### config.mk
export PLATFORM = sky130hd
export DESIGN_NAME = sdes_iter_core
export DESIGN_NICKNAME = d
export VERILOG_FILES = /design/src/rtl/sdes_iter_core.sv
export SDC_FILE = /design/constraint.sdc
export NUM_CORES = 1
export LEC_CHECK = 0
export ABC_AREA = 1
export CELL_PAD_IN_SITES_DETAIL_PLACEMENT = 1
export CELL_PAD_IN_SITES_GLOBAL_PLACEMENT = 1
export CORE_MARGIN = 4
export CORE_UTILIZATION = 38
export DETAILED_ROUTE_END_ITERATION = 12
export PLACE_DENSITY_LB_ADDON = 0.1
export SLEW_MARGIN = 40
export SYNTH_ARGS = -nofsm -noshare
export SYNTH_HDL_FRONTEND = slang
export SYNTH_SLANG_ARGS = --single-unit
export TNS_END_PERCENT = 10
### constraint.sdc
create_clock -name clk -period 4.5 [get_ports clk]
set_input_delay 0.9 -clock clk [delete_from_list [all_inputs] [get_ports clk]]
set_output_delay 0.9 -clock clk [all_outputs]
set_load 0.01 [all_outputs]
### src/rtl/sdes_iter_core.sv
// ---------------------------------------------------------------------------
// sdes_iter_core
//
// Iterative Simplified-DES engine. One Feistel round is executed per clock.
// A block is accepted in IDLE, runs ROUNDS rounds in ROUND, then waits in
// DONE until the consumer takes the result. Encrypt/decrypt is chosen per
// block; CBC chaining is a build-time option.
//
// Parameters
//   ROUNDS  Feistel rounds per block (1..16); 2 gives standard S-DES
//   CBC_EN  1 = CBC chaining, 0 = ECB
//   IV      chain register value after reset / chain_clr
//
// Ports
//   clk        sole clock, rising edge
//   reset      synchronous, active-low
//   in_valid   block offered on data_in
//   in_ready   core can accept a block (IDLE only)
//   data_in    plaintext (encrypt) or ciphertext (decrypt)
//   key        10-bit key, sampled at acceptance
//   decrypt    0 = encrypt, 1 = decrypt, sampled at acceptance
//   S0, S1     S-box tables, entry idx=row*4+col at bits [2*idx+1:2*idx]
//   chain_clr  reload chain register with IV (IDLE only)
//   out_valid  data_out holds a result
//   out_ready  consumer takes data_out
//   data_out   registered result, stable while out_valid=1
// ---------------------------------------------------------------------------
module sdes_iter_core #(
    parameter int         ROUNDS = 2,
    parameter bit         CBC_EN = 1'b0,
    parameter logic [7:0] IV     = 8'h00
) (
    input  logic        clk,
    input  logic        reset,
    input  logic        in_valid,
    output logic        in_ready,
    input  logic [7:0]  data_in,
    input  logic [9:0]  key,
    input  logic        decrypt,
    input  logic [31:0] S0,
    input  logic [31:0] S1,
    input  logic        chain_clr,
    output logic        out_valid,
    input  logic        out_ready,
    output logic [7:0]  data_out
);

    localparam int RW = (ROUNDS > 1) ? $clog2(ROUNDS) : 1;

    typedef enum logic [1:0] {
        IDLE  = 2'd0,
        ROUND = 2'd1,
        DONE  = 2'd2
    } state_t;

    // -----------------------------------------------------------------------
    // Fixed permutations (bit 1 of each table = MSB)
    // -----------------------------------------------------------------------
    function automatic logic [9:0] p10(input logic [9:0] k);
        return {k[7], k[5], k[8], k[3], k[6], k[0], k[9], k[1], k[2], k[4]};
    endfunction

    function automatic logic [7:0] p8(input logic [9:0] k);
        return {k[4], k[7], k[3], k[6], k[2], k[5], k[0], k[1]};
    endfunction

    function automatic logic [7:0] ip(input logic [7:0] x);
        return {x[6], x[2], x[5], x[7], x[4], x[0], x[3], x[1]};
    endfunction

    function automatic logic [7:0] ip_inv(input logic [7:0] x);
        return {x[4], x[7], x[5], x[3], x[1], x[6], x[0], x[2]};
    endfunction

    function automatic logic [7:0] ep(input logic [3:0] r);
        return {r[0], r[3], r[2], r[1], r[2], r[1], r[0], r[3]};
    endfunction

    function automatic logic [3:0] p4(input logic [3:0] s);
        return {s[2], s[0], s[1], s[3]};
    endfunction

    // Row is the outer bit pair n1n4, column the inner pair n2n3.
    function automatic logic [1:0] sbox(input logic [31:0] tbl, input logic [3:0] n);
        logic [3:0] idx;
        idx = {n[3], n[0], n[2], n[1]};
        return tbl[{idx, 1'b0} +: 2];
    endfunction

    function automatic logic [4:0] rol5(input logic [4:0] v, input logic [2:0] s);
        logic [4:0] o;
        case (s)
            3'd1:    o = {v[3:0], v[4]};
            3'd2:    o = {v[2:0], v[4:3]};
            3'd3:    o = {v[1:0], v[4:2]};
            3'd4:    o = {v[0], v[4:1]};
            default: o = v;
        endcase
        return o;
    endfunction

    // Cumulative left-rotate for round r (1-based): 1, 3, 5=0, 2, 4, ...
    function automatic logic [2:0] rot_amt(input logic [4:0] r);
        logic [5:0] t;
        t = {r, 1'b0} - 6'd1;
        return 3'(t % 6'd5);
    endfunction

    // -----------------------------------------------------------------------
    // State
    // -----------------------------------------------------------------------
    state_t        state_q, state_nxt;
    logic [RW-1:0] rnd_q;
    logic [7:0]    chain_q;
    logic [7:0]    dout_q;

    logic [9:0]    key_q;
    logic          dec_q;
    logic [31:0]   s0_q, s1_q;
    logic [7:0]    din_q;
    logic [3:0]    l_q, r_q;

    // -----------------------------------------------------------------------
    // Datapath
    // -----------------------------------------------------------------------
    logic          accept;
    logic          last;
    logic [7:0]    chain_eff;
    logic [7:0]    x_in;
    logic [7:0]    ip_x;
    logic [9:0]    k10;
    logic [4:0]    r_idx;
    logic [2:0]    sh;
    logic [7:0]    subkey;
    logic [7:0]    t_mix;
    logic [3:0]    f_out;
    logic [3:0]    l_new;
    logic [7:0]    y;

    assign accept = in_valid & in_ready;
    assign last   = (rnd_q == RW'(ROUNDS - 1));

    // chain_clr on the accepting edge makes this block chain from IV.
    assign chain_eff = chain_clr ? IV : chain_q;
    assign x_in      = (CBC_EN && !decrypt) ? (data_in ^ chain_eff) : data_in;
    assign ip_x      = ip(x_in);

    // Decrypt walks the key schedule backwards: ROUNDS..1.
    assign k10    = p10(key_q);
    assign r_idx  = dec_q ? (5'(ROUNDS) - 5'(rnd_q)) : (5'(rnd_q) + 5'd1);
    assign sh     = rot_amt(r_idx);
    assign subkey = p8({rol5(k10[9:5], sh), rol5(k10[4:0], sh)});

    assign t_mix  = ep(r_q) ^ subkey;
    assign f_out  = p4({sbox(s0_q, t_mix[7:4]), sbox(s1_q, t_mix[3:0])});
    assign l_new  = l_q ^ f_out;

    // The last round does not swap, so the output permutation sees (L',R).
    assign y      = ip_inv({l_new, r_q});

    // -----------------------------------------------------------------------
    // FSM: state register
    // -----------------------------------------------------------------------
    always_ff @(posedge clk) begin
        if (!reset) begin
            state_q <= IDLE;
        end else begin
            state_q <= state_nxt;
        end
    end

    // FSM: next state
    always_comb begin
        state_nxt = state_q;
        case (state_q)
            IDLE:    if (accept)    state_nxt = ROUND;
            ROUND:   if (last)      state_nxt = DONE;
            DONE:    if (out_ready) state_nxt = IDLE;
            default:                state_nxt = IDLE;
        endcase
    end

    // FSM: outputs
    always_comb begin
        in_ready  = (state_q == IDLE);
        out_valid = (state_q == DONE);
    end

    assign data_out = dout_q;

    // -----------------------------------------------------------------------
    // Control registers with reset: round counter, chain, result
    // -----------------------------------------------------------------------
    always_ff @(posedge clk) begin
        if (!reset) begin
            rnd_q   <= '0;
            chain_q <= IV;
            dout_q  <= 8'h00;
        end else begin
            case (state_q)
                IDLE: begin
                    if (chain_clr) chain_q <= IV;
                    if (accept)    rnd_q   <= '0;
                end
                ROUND: begin
                    if (last) begin
                        dout_q <= (CBC_EN && dec_q) ? (y ^ chain_q) : y;
                        // Chain always follows the ciphertext stream.
                        if (CBC_EN) chain_q <= dec_q ? din_q : y;
                    end else begin
                        rnd_q <= rnd_q + RW'(1);
                    end
                end
                default: ;
            endcase
        end
    end

    // -----------------------------------------------------------------------
    // Per-block datapath registers; contents are don't-care outside a block
    // -----------------------------------------------------------------------
    always_ff @(posedge clk) begin
        if (state_q == IDLE && accept) begin
            key_q <= key;
            dec_q <= decrypt;
            s0_q  <= S0;
            s1_q  <= S1;
            din_q <= data_in;
            l_q   <= ip_x[7:4];
            r_q   <= ip_x[3:0];
        end else if (state_q == ROUND) begin
            if (last) begin
                l_q <= l_new;
            end else begin
                l_q <= r_q;
                r_q <= l_new;
            end
        end
    end

endmodule
==> results.json <==
{
  "postCtsHoldBufs": 0,
  "synth_seq_cells": 94,
  "syn_nets": 483,
  "setup_tns_ps": 0,
  "relSlewSlack": 0.556,
  "worstSetupStartpointType": "register",
  "port_buffers": 96,
  "viasPerCell": 4.90,
  "grt_setup_unrepaired": "false",
  "syn_area_mm2": 0.00418,
  "grt_pass1_vias": 3359,
  "area_growth_pct": 31.1,
  "ant_nets": 0,
  "synth_cells": 394,
  "fin_crit_sh": 0.574,
  "grt_pass1_wl_um": 16800,
  "ctsLongestPathBuffers": 2,
  "clockRootBuffer": "clkbuf_8",
  "critPathArrivalTime_ps": 2710,
  "setup_viol": 0,
  "avgSynthCellArea_um2": 10.6,
  "cts_max_level": 3,
  "cap_violations": 0,
  "maxSlewViolCount": 0,
  "drt-initial-drc-count": 130,
  "finalCriticalPeriod_ps": 2580,
  "clk_pin_slew_worst_paths_ps": 90,
  "clk_latency_ps": 360,
  "routedWlPerCell_um": 16.2,
  "gr-usage-met2": 0.295,
  "finalNetCount": 583,
  "crit_required_ps": 4620,
  "cts_buffers": 9,
  "yosys_warnings": 0,
  "worst_slew_pin_slew_ps": 666,
  "whs_ps": 566,
  "die_x_um": 113,
  "p_leak_nw": 2.15,
  "reg2reg_from": "last",
  "synthDistinctLibCells": 23,
  "power_density_mw_per_mm2": 444,
  "grt_start_max_net_pins": 42,
  "final_cells": 639,
  "min_from": "data_out[4]",
  "status": "completed",
  "yosysSeqAreaShare": 0.649,
  "overflow": 0,
  "die_y_um": 113,
  "hold_class": "reg2reg",
  "hold_viol": 0,
  "grtUsageMet1": 0.205,
  "dieArea_mm2": 0.0127,
  "routabilityCongestion": 0.882,
  "place_hpwl_um": 7840,
  "worst-path-max-fanout": 12,
  "tritoncts": "built",
  "fin_total_pwr_mw": 2.43,
  "cts_resized": 0,
  "ir_drop_uv": 212,
  "grt_busiest_layer": "met2",
  "drive_gt1_frac": 0.0782,
  "num_io_pins": 98,
  "rows": 38,
  "coreArea_mm2": 0.0108,
  "cts.sinks": 94,
  "track_usage": 0.170,
  "remaining_drc_errors": 0,
  "fmax_mhz": 387,
  "num_vias": 3131,
  "start_util": 0.387,
  "dp.cells": 623,
  "fillCellCount": 1200,
  "finalWirelength_um": 10400,
  "cts_setup_buffers": 0,
  "met3_usage": 0.0460,
  "firstDrtPassIters": 4,
  "antenna_found_initial": 0,
  "setup.worst_path.class": "reg2reg",
  "antenna_cells": 0,
  "cp-end-kind": "register",
  "startpoint": "last",
  "finalClockSkew_ps": 7.41
}
## layer usage
| metal | up-vias | share of wire |
|---|---|---|
| li1 | 1558 | - |
| met1 | 1489 | 0.42 |
| met2 | 71 | 0.51 |
| met3 | 13 | 0.051 |
| met4 | 0 | 0.018 |
| met5 | - | 0 |
## area by class of cell
cell class,instances,area (um^2),area share
clock buffers,13,149,0.0272
clock inverters,3,68.8,0.0126
inverters,24,96.3,0.0176
multi-input cells,267,1300,0.237
flip-flops and latches,94,2710,0.495
well taps,140,175,0.0320
repair buffers,98,976,0.178
## path summary, 6_finish.rpt
path / end / slack [ps] / depth (start not counted)
worst max register to register: l_q[2] / 1920 / 15
worst min-delay path: data_out[4] / 570 / 2
worst max-delay path: l_q[2] / 1920 / 15
worst min register to register: data_out[4] / 570 / 2
## per-stage QoR
stage	instance area, um^2	setup slack, ps	utilization
final	5480	1920	0.508
after global routing	5480	1580	0.508
after CTS	5480	1850	0.508
after detailed placement	5260	1460	0.487
after global placement	5260	1520	0.487
after floorplan	4180	585	-
## kinds of logic after synthesis
family | count (synthesis) | share of synthesized area
and+or+nand+nor | 241 | 0.270
DFF | 94 | 0.649
buffers and inverters | 33 | 0.0398
AOI/OAI and AO/OA | 19 | 0.0258
xor gates and xnor gates | 4 | 0.0102
other | 2 | 0.00180
adders and majority gates | 1 | 0.00299
## cells in the final DEF (no fill, tap or decap), types with 2 or more instances in the layout
cell	netlist	final
nand2_1	128	128
clkdlybuf4s50_1	0	96
nand3_1	83	83
edfxtp_1	83	83
inv_1	22	21
dfxtp_1	11	11
a21oi_1	10	10
clkbuf_8	0	10
nand2_2	9	9
nand2_4	6	6
nand4_1	6	6
o21a_1	5	5
o21ai_0	4	4
nor2_1	4	3
nand3_2	3	3
xor2_1	3	3
clkbuf_1	4	3
conb_1	2	2
bufinv_16	0	2
buf_4	0	2
## worst max-delay path: stages (launching register included)
cell     delay [ps]
dfxtp_1         590
nand2_2         160
nand2_4         170
nand2_4          80
nand3_2         100
nand2_1          60
nand2_1         320
nand2_1         110
nand3_1         110
nand3_1         110
nand3_1         130
nand2_1          70
nand2_1         100
nand3_1          70
nand2_1          90
nand2_1          60
## state kept, by name (all words and copies together) (netlist names)
| signal | cells |
|---|---|
| s1_q | 32 |
| r_q | 4 |
| l_q | 4 |
| last | 1 |
| state_q | 2 |
| key_q | 10 |
| data_out | 8 |
| s0_q | 32 |
| dec_q | 1 |
## synth_stat cells
cell type | instances | area share
inv_2 | 1 | 0.00090
nand4_4 | 1 | 0.0051
edfxtp_1 | 83 | 0.60
nand3_2 | 3 | 0.0072
nor2_1 | 4 | 0.0036
nand2_1 | 128 | 0.12
nand3_1 | 83 | 0.099
conb_1 | 2 | 0.0018
nand2_2 | 9 | 0.013
a21oi_1 | 10 | 0.012
inv_6 | 1 | 0.0021
nand2_4 | 6 | 0.016
ha_1 | 1 | 0.0030
buf_6 | 5 | 0.013
nand4_1 | 6 | 0.0090
xor2_2 | 1 | 0.0039
nor3_1 | 1 | 0.0012
dfxtp_1 | 11 | 0.053
o21a_1 | 5 | 0.0090
clkbuf_1 | 4 | 0.0036
inv_1 | 22 | 0.020
o21ai_0 | 4 | 0.0048
xor2_1 | 3 | 0.0063
## power breakdown
part           internal (mW)  switching [mW]  total, mW
clock                  0.330           0.286      0.617
combinational          0.260           0.470      0.729
sequential              1.05          0.0391       1.09
Note: power is estimated with default switching activity, not from simulation.
